## src/rtl/ct_pkg.sv

```systemverilog
// Shared definitions for the ct streaming fabric split and merge nodes.
// Holds the grant-index width helper, the eop-bit location default and lock states.
package ct_pkg;

  // The end-of-packet flag sits at this bit of every data word by default.
  localparam int CT_EOP_LOC = 0;

  typedef enum logic {
    LK_IDLE   = 1'b0,
    LK_LOCKED = 1'b1
  } lk_st_e;

  // Index width that never collapses to zero, so NI=1 still gets a 1-bit index.
  function automatic int ct_clog2(input int n);
    return (n <= 1) ? 1 : $clog2(n);
  endfunction

endpackage

```

## src/rtl/ct_rr_arb.sv

```systemverilog
// Rotate-priority search over NI requesters starting at i_ptr, or a forced lock.
// Ports: i_req, i_ptr, i_lock, i_lock_idx in; o_grant_valid, o_grant_idx out.
module ct_rr_arb
  import ct_pkg::*;
#(
  parameter int NI = 2,
  parameter int WS = 1
)(
  input  logic [NI-1:0] i_req,
  input  logic [WS-1:0] i_ptr,
  input  logic          i_lock,
  input  logic [WS-1:0] i_lock_idx,
  output logic          o_grant_valid,
  output logic [WS-1:0] o_grant_idx
);

  logic [WS-1:0] w_idx;

  always_comb begin
    o_grant_valid = 1'b0;
    o_grant_idx   = '0;
    w_idx         = '0;
    if (i_lock) begin
      // A locked input is only granted while it actually requests,
      // so a mid-packet bubble grants nobody.
      o_grant_valid = i_req[i_lock_idx];
      o_grant_idx   = i_lock_idx;
    end else begin
      // Walk the rotation backwards so the closest
      // requester to i_ptr is the last (winning) write.
      for (int k = NI - 1; k >= 0; k--) begin
        w_idx = WS'((int'(i_ptr) + k) % NI);
        if (i_req[w_idx]) begin
          o_grant_valid = 1'b1;
          o_grant_idx   = w_idx;
        end
      end
    end
  end

endmodule

```

## src/rtl/ct_merge.sv

```systemverilog
// N-to-1 packet-granular round-robin merge with one registered output stage.
// Ports: clk, reset (sync, active low), i_data/i_valid/o_ready up; o_data/o_valid/i_ready down.
module ct_merge
  import ct_pkg::*;
#(
  parameter  int NI      = 2,
  parameter  int WO      = 8,
  parameter  int EOP_LOC = CT_EOP_LOC,
  localparam int WS      = ct_clog2(NI)
)(
  input  logic             clk,
  input  logic             reset,
  input  logic [NI*WO-1:0] i_data,
  input  logic [NI-1:0]    i_valid,
  output logic [NI-1:0]    o_ready,
  output logic [WO-1:0]    o_data,
  output logic             o_valid,
  input  logic             i_ready
);

  lk_st_e        r_st;
  lk_st_e        w_st_nx;
  logic [WS-1:0] r_lidx;
  logic [WS-1:0] w_lidx_nx;
  logic [WS-1:0] r_ptr;
  logic [WS-1:0] w_ptr_nx;
  logic [WO-1:0] r_data;
  logic          r_valid;

  logic          w_can_load;
  logic          w_lock;
  logic          w_gv;
  logic [WS-1:0] w_gi;
  logic          w_xfer;
  logic          w_eop;
  logic [WO-1:0] w_sel;
  logic [WO-1:0] w_in [NI];

  for (genvar i = 0; i < NI; i++) begin : g_unpack
    assign w_in[i] = i_data[i*WO +: WO];
  end

  assign w_can_load = !r_valid || i_ready;
  assign w_lock     = (r_st == LK_LOCKED);

  ct_rr_arb #(
    .NI (NI),
    .WS (WS)
  ) u_arb (
    .i_req         (i_valid),
    .i_ptr         (r_ptr),
    .i_lock        (w_lock),
    .i_lock_idx    (r_lidx),
    .o_grant_valid (w_gv),
    .o_grant_idx   (w_gi)
  );

  assign w_sel = w_in[w_gi];
  assign w_eop = w_sel[EOP_LOC];

  // Grant already implies i_valid of the granted input.
  assign w_xfer = reset && w_can_load && w_gv;

  always_comb begin
    o_ready = '0;
    if (w_xfer) o_ready[w_gi] = 1'b1;
  end

  always_comb begin
    w_st_nx   = r_st;
    w_lidx_nx = r_lidx;
    w_ptr_nx  = r_ptr;
    if (w_xfer) begin
      unique case (r_st)
        LK_IDLE: begin
          if (!w_eop && NI > 1) begin
            w_st_nx   = LK_LOCKED;
            w_lidx_nx = w_gi;
          end
        end
        LK_LOCKED: begin
          if (w_eop) w_st_nx = LK_IDLE;
        end
      endcase
      // Fairness advances only at packet boundaries.
      if (w_eop) begin
        w_ptr_nx = (w_gi == WS'(NI - 1)) ? '0 : w_gi + 1'b1;
      end
    end
  end

  always_ff @(posedge clk) begin
    if (!reset) begin
      r_st   <= LK_IDLE;
      r_lidx <= '0;
      r_ptr  <= '0;
    end else begin
      r_st   <= w_st_nx;
      r_lidx <= w_lidx_nx;
      r_ptr  <= w_ptr_nx;
    end
  end

  always_ff @(posedge clk) begin
    if (!reset) begin
      r_valid <= 1'b0;
      r_data  <= '0;
    end else if (w_xfer) begin
      r_valid <= 1'b1;
      r_data  <= w_sel;
    end else if (i_ready) begin
      r_valid <= 1'b0;
    end
  end

  assign o_data  = r_data;
  assign o_valid = r_valid;

endmodule
```

## config.mk

```make
export PLATFORM = sky130hd
export DESIGN_NAME = ct_merge
export DESIGN_NICKNAME = d
export VERILOG_FILES = /design/src/rtl/ct_pkg.sv /design/src/rtl/ct_rr_arb.sv /design/src/rtl/ct_merge.sv
export SDC_FILE = /design/constraint.sdc
export NUM_CORES = 1
export LEC_CHECK = 0
export ABC_AREA = 0
export BUFFER_PORTS_ARGS = -buffer_cell sky130_fd_sc_hd__buf_2
export CAP_MARGIN = 25
export CORE_MARGIN = 8
export CORE_UTILIZATION = 38
export DETAILED_ROUTE_END_ITERATION = 10
export PLACE_DENSITY = 0.7
export SYNTH_ARGS = -nofsm -noshare
export SYNTH_HDL_FRONTEND = slang
export SYNTH_SLANG_ARGS = --single-unit
```

## constraint.sdc

```tcl
create_clock -name clk -period 1.6 [get_ports clk]
set_input_delay 0.24 -clock clk [delete_from_list [all_inputs] [get_ports clk]]
set_output_delay 0.24 -clock clk [all_outputs]
set_load 0.01 [all_outputs]
```

* Yosys cells after proc, flatten, opt, wreduce, memory -nomap -nowiden
Cells that the tools add are included.
** Word-level totals
- Logic and storage cells :: 46
- Register bits :: 12
- Input bits :: 21
- Output and inout bits :: 11
** Operators by class
- Mux-type cells :: 22
- Bitwise operators :: 3
- Add/subtract/negate cells :: 2
- Reduce and logical (&&, ||, !) cells :: 8
- $lt $le $gt $ge :: 6
** Operator list (count)
- two-way mux 8 bit :: 3
- two-way mux 1 bit :: 17
- less-than comparator 1 x 2 -> 1 bit (second input constant) :: 4
- logical AND 1 bit :: 3
- AND reduction 3 bit :: 1
- adder 1 bit (second input constant) :: 2
- greater-or-equal comparator 2 bit (second input constant) :: 1
- two-way mux 2 bit :: 1
- NOT 1 bit :: 2
- NOT 1 -> 2 bit :: 1
- AND reduction 2 bit :: 1
- nonzero test 2 bit :: 1
- demux 1 bit (select 1 bit) :: 1
- greater-or-equal comparator 1 bit (second input constant) :: 1
- zero test 1 bit :: 1
- logical OR 1 bit :: 1

* Logic depth before layout (Yosys ltp)
- Word-level depth :: 12
- Gate-level depth with buffers :: 6
- Mapped depth without buffers :: 4

* Cells and area by module
Synthesis repeated with hierarchy kept, for this count alone.
** Unflattened totals
- Cells, all modules :: 64
- Area total of the unflattened synthesis :: 630.6 um2
** By module, submodules not included
- ct_merge :: area an instance 586.8 um2, sequential area each 240.2 um2, cells each 57, instances 1
- ct_rr_arb :: area an instance 43.8 um2, sequential area each 0.0 um2, cells each 7, instances 1

* Least setup slack after synthesis
OpenSTA, ideal clock, no wires.
- Kind :: register -> output
- Start :: register r_lidx
- End :: output port o_ready[0]
- Cell stages (with the launch flop) :: 7
- Path slack :: -0.116 ns
- Arrival time :: 1.476 ns
- Cell sequence :: dfxtp_1 mux2i_1 a2111oi_4 buf_6 buf_4 inv_2 nor2_1
** Between the ends
- Word-level cells in the longest chain between the ends :: 6
- Elaborated cells on any way between the ends :: 11
- Classes of those cells :: 2 x order compare; 7 x mux; 2 x reduce/logical
** RTL lines
- from (decl) :: line ct_merge.sv:23 : logic [WS-1:0] r_lidx;
- from (signal assigned) :: line ct_merge.sv:99 : r_lidx <= w_lidx_nx;
- two-way mux 1 bit :: line ct_rr_arb.sv:23 : if (i_lock) begin
- less-than comparator 1 x 2 -> 1 bit (not written as such) or greater-or-equal comparator 1 bit (tied branches) :: line ct_merge.sv:66 : if (w_xfer) o_ready[w_gi] = 1'b1;
- logical AND 1 bit (not written as such) :: line ct_merge.sv:66
- two-way mux 1 bit (not written as such) :: line ct_merge.sv:66
- demux 1 bit (select 1 bit) :: line ct_merge.sv:66
- two-way mux 2 bit * :: line ct_merge.sv:66
- to (decl) :: line ct_merge.sv:15 : output logic [NI-1:0] o_ready,
Mark *: on every way between the ends. The rest lies on a longest branch, timed or not. The select of a mux whose other input is x is not followed.

* Worst setup path after layout
- Start :: register r_lidx
- End :: output port o_ready[1]
The elaborated chain is that of the path after synthesis.

==> key figures <==
Run status
  – Status: complete, but fails checks
  – Failing checks: setup timing

Power and ir drop
  – Pwr Density: 869 nW/um^2
  – Comb pwr share: 33.1%
  – Clock share of power: 23.1%
  – Internal power: 0.547 mW
  – Leak pwr: 0.433 nW
  – Net Sw Power: 0.248 mW
  – Max IR drop VDD: 502 uV
  – Sw frac: 31.2%
  – Part of the power in registers: 43.8%

Logic synthesis
  – Yosys Warn Count: 0
  – Simple-Gate Fraction of Synth Area: 22.8%
  – Largest family of logic cells by synthesized area: compound AO/OA/AOI/OAI gates
  – Syn Nets: 94
  – Yosys reg bits: 12
  – Gate Count Post-Synth: 73
  – Mapped cell area: 621 sq um
  – Post-synthesis sequential area ratio: 38.7%
  – Mapped Avg Cell Area: 8.50 sq um
  – Complex-gate fraction of the synthesized area: 30.2%
  – Adder-Cell Fraction of Synth Area: 0%
  – Multiplexer share of the synthesized area: 1.61%
  – Xor/xnor share of the synthesized area: 0%
  – Synth unique cells: 26

Timing
  – Final WS setup: -0.147 ns
  – Max Slew Vio Count: 0
  – Finish-stage setup viols: 3
  – Crit path time final: 1.75 ns
  – Worst Clk Skew: 0.00353 ns
  – Period utilisation layout: 109%
  – Final Hold Violating Endpoints: 0
  – Slew at the pin closest to its max-slew limit: 0.331 ns
  – Fmax: 572 MHz
  – Max_slew headroom: 77.6%
  – RSZ-0062 raised after global routing: true

Clock network
  – Worst skew pair latency: 0.27 ns
  – Post-CTS Hold Buffers: 0
  – CTS Root Cell: clkbuf_4
  – Clock Sink Count: 12
  – TritonCTS clock tree: yes
  – CTS H-Tree Depth: 1
  – Clk slew on worst S/H paths: 0.07 ns
  – Clock buffer depth: 2
  – Num CTS Buffers: 3

Setup path
  – WS Path Type: reg2out
  – FF-to-FF End: r_lidx
  – Crit end category: output pin
  – End of the critical path: o_ready[1]
  – Worst reg2reg path startpoint: r_lidx
  – R2r setup slk: -0.07 ns
  – CP Launch Type: flop
  – Worst path arrival time: 1.51 ns
  – Largest fanout on the critical path: 2
  – FF-to-FF path depth: 6
  – Critical Path Start: r_lidx
  – Worst Path Required: 1.36 ns

Cells and area
  – Area grow syn2layout: 47.4%
  – Diodes inserted: 0
  – Util after Layout: 60.0%
  – Final Cell Area: 915 sq um
  – Final nets: 137
  – Filler instances: 159
  – Layout Cells excl Fill: 130
  – Layout cell share with drive strength beyond 1: 48.2%

Place
  – Area after DPL: 856 sq um
  – PortBufs: 31
  – Pre-CTS setup slack: 0.0131 ns
  – Placed cell count: 125
  – DP HPWL: 1.39 mm
  – Routability Congestion: 0.735

Hold path
  – Worst hold path type: in2reg

GRT
  – Largest net degree at the start of global routing: 11
  – Vias in the first global route: 688
  – GRT Total Usage: 11.5%
  – First-pass GRT wire length: 3.01 mm
  – GRT overflow: 0
  – Antenna violations before repair: 0

Floorplanning
  – Die area: 3180 sq um
  – Die Height: 56.4 microns
  – DIE WIDTH: 56.4 microns
  – I/O Pins: 32
  – Initial Util: 40.7%
  – Core area: 1520 sq um
  – Row cnt: 14

Routing
  – 1st-pass router iterations: 4
  – Vias: 663
  – DRT iter0 DRCs: 5
  – # DRC: 0
  – Met2 WL: 881 microns
  – Post-route ant nets: 0
  – Met3 wire length: 102 microns
  – Via density: 5.10
  – Max Used Layer: met4
  – Wirelength per Cell: 13.7 microns
  – WL final: 1.78 mm
  – Wl on met1: 753 microns

Flow run
  – Max-Cap Viols: 0
-- layout by cell type, fill, tap and decap left out, drive strengths merged, types with 2 or more instances in the layout --
master   instances
a21oi            2
dfxtp           12
a2111oi          2
nand2           16
o21ai            2
inv              4
o211ai           2
a311oi           7
nor2            12
clkbuf           3
buf             42
nor2b            2
-- cell families (layout without fill, tap and decap cells) --
group,Yosys count,after routing
and+or+nand+nor,33,33
muxes,1,1
AOI/OAI and AO/OA,19,19
buffers and inverters,8,49
DFF,12,12
-- power groups by stage --
stage | Sequential [mW] | Clock (mW) | Combinational, mW
3_5_place_dp | 0.355 | 0 | 0.248
5_1_grt | 0.353 | 0.201 | 0.291
2_1_floorplan | 0.367 | 0 | 0.136
6_report | 0.349 | 0.184 | 0.263
3_3_place_gp | 0.355 | 0 | 0.242
4_1_cts | 0.349 | 0.188 | 0.260
-- how the worst min path moves through the flow --
stage	startpoint	endpoint	cells past startpoint
floorplan	reset	o_data[0]	1
global placement	o_data[3]	o_data[3]	2
detailed placement	o_data[0]	o_data[0]	1
CTS	reset	o_data[0]	2
global route	i_data[6]	o_data[6]	3
finish	reset	o_data[0]	2
-- cells in the mapped netlist --
library cell,count,share of area [%]
buf_4,1,1.2
a21oi_1,2,1.6
a2111oi_4,1,4.4
nor4b_1,1,1.4
o211ai_4,1,3.4
a21bo_2,1,1.6
o21ai_0,1,0.81
a211oi_1,1,1.2
mux2i_1,1,1.6
a2111oi_2,1,2.4
inv_1,3,1.8
clkbuf_1,1,0.60
o21ai_1,1,0.81
nand2_1,16,9.7
o21a_1,1,1.2
buf_6,1,1.8
o211a_1,1,1.6
buf_1,1,0.60
inv_2,1,0.60
nor2b_1,2,2.0
nand2b_1,1,1.0
nor2_1,12,7.3
a311oi_1,7,9.9
and2b_2,1,1.4
o211ai_1,1,1.2
dfxtp_1,12,39
-- area by class of cell --
type	count	area, sq um	area share (%)
well taps	16	20.0	2.19
repair buffers	42	258	28.2
clock buffers	3	22.5	2.46
multi-input cells	53	358	39.1
inverters	4	15.0	1.64
flip-flops and latches	12	241	26.4
-- stage by stage --
step / TNS (ns) / hold slack (ns) / total power, mW
after CTS: -0.332 / 0.218 / 0.797
after detailed placement: 0 / 0.491 / 0.603
after floorplan: 0 / 0.373 / 0.503
after global placement: 0 / 0.482 / 0.597
after global routing: -0.611 / 0.226 / 0.845
final: -0.364 / 0.224 / 0.795
-- metal layers --
layer,GRT usage (%),vias to the layer above
li1,-,339
met4,8.59,0
met1,12.6,299
met2,18.4,21
met5,0,-
met3,3.37,4
-- worst max-delay path, stage by stage (launching register included) --
cell and delay (ns):
dfxtp_2 0.33, mux2i_2 0.16, a2111oi_4 0.35, buf_6 0.16, inv_2 0.05, nor2_4 0.08
buf_6 0.10
-- sequential cells by signal, indices dropped and copies added (netlist names) --
register / flops
r_ptr: 1
r_lidx: 1
o_valid: 1
o_data: 8
r_st: 1
-- what timing repair did --
| item | CTS | global route |
|---|---|---|
| gates resized for setup | 4 | 1 |
| setup endpoints to repair | 3 | 5 |
| buffers inserted | 1 | 1 |
| pin swaps | 0 | 3 |
No activity file was read; power rests on OpenSTA's default activity.
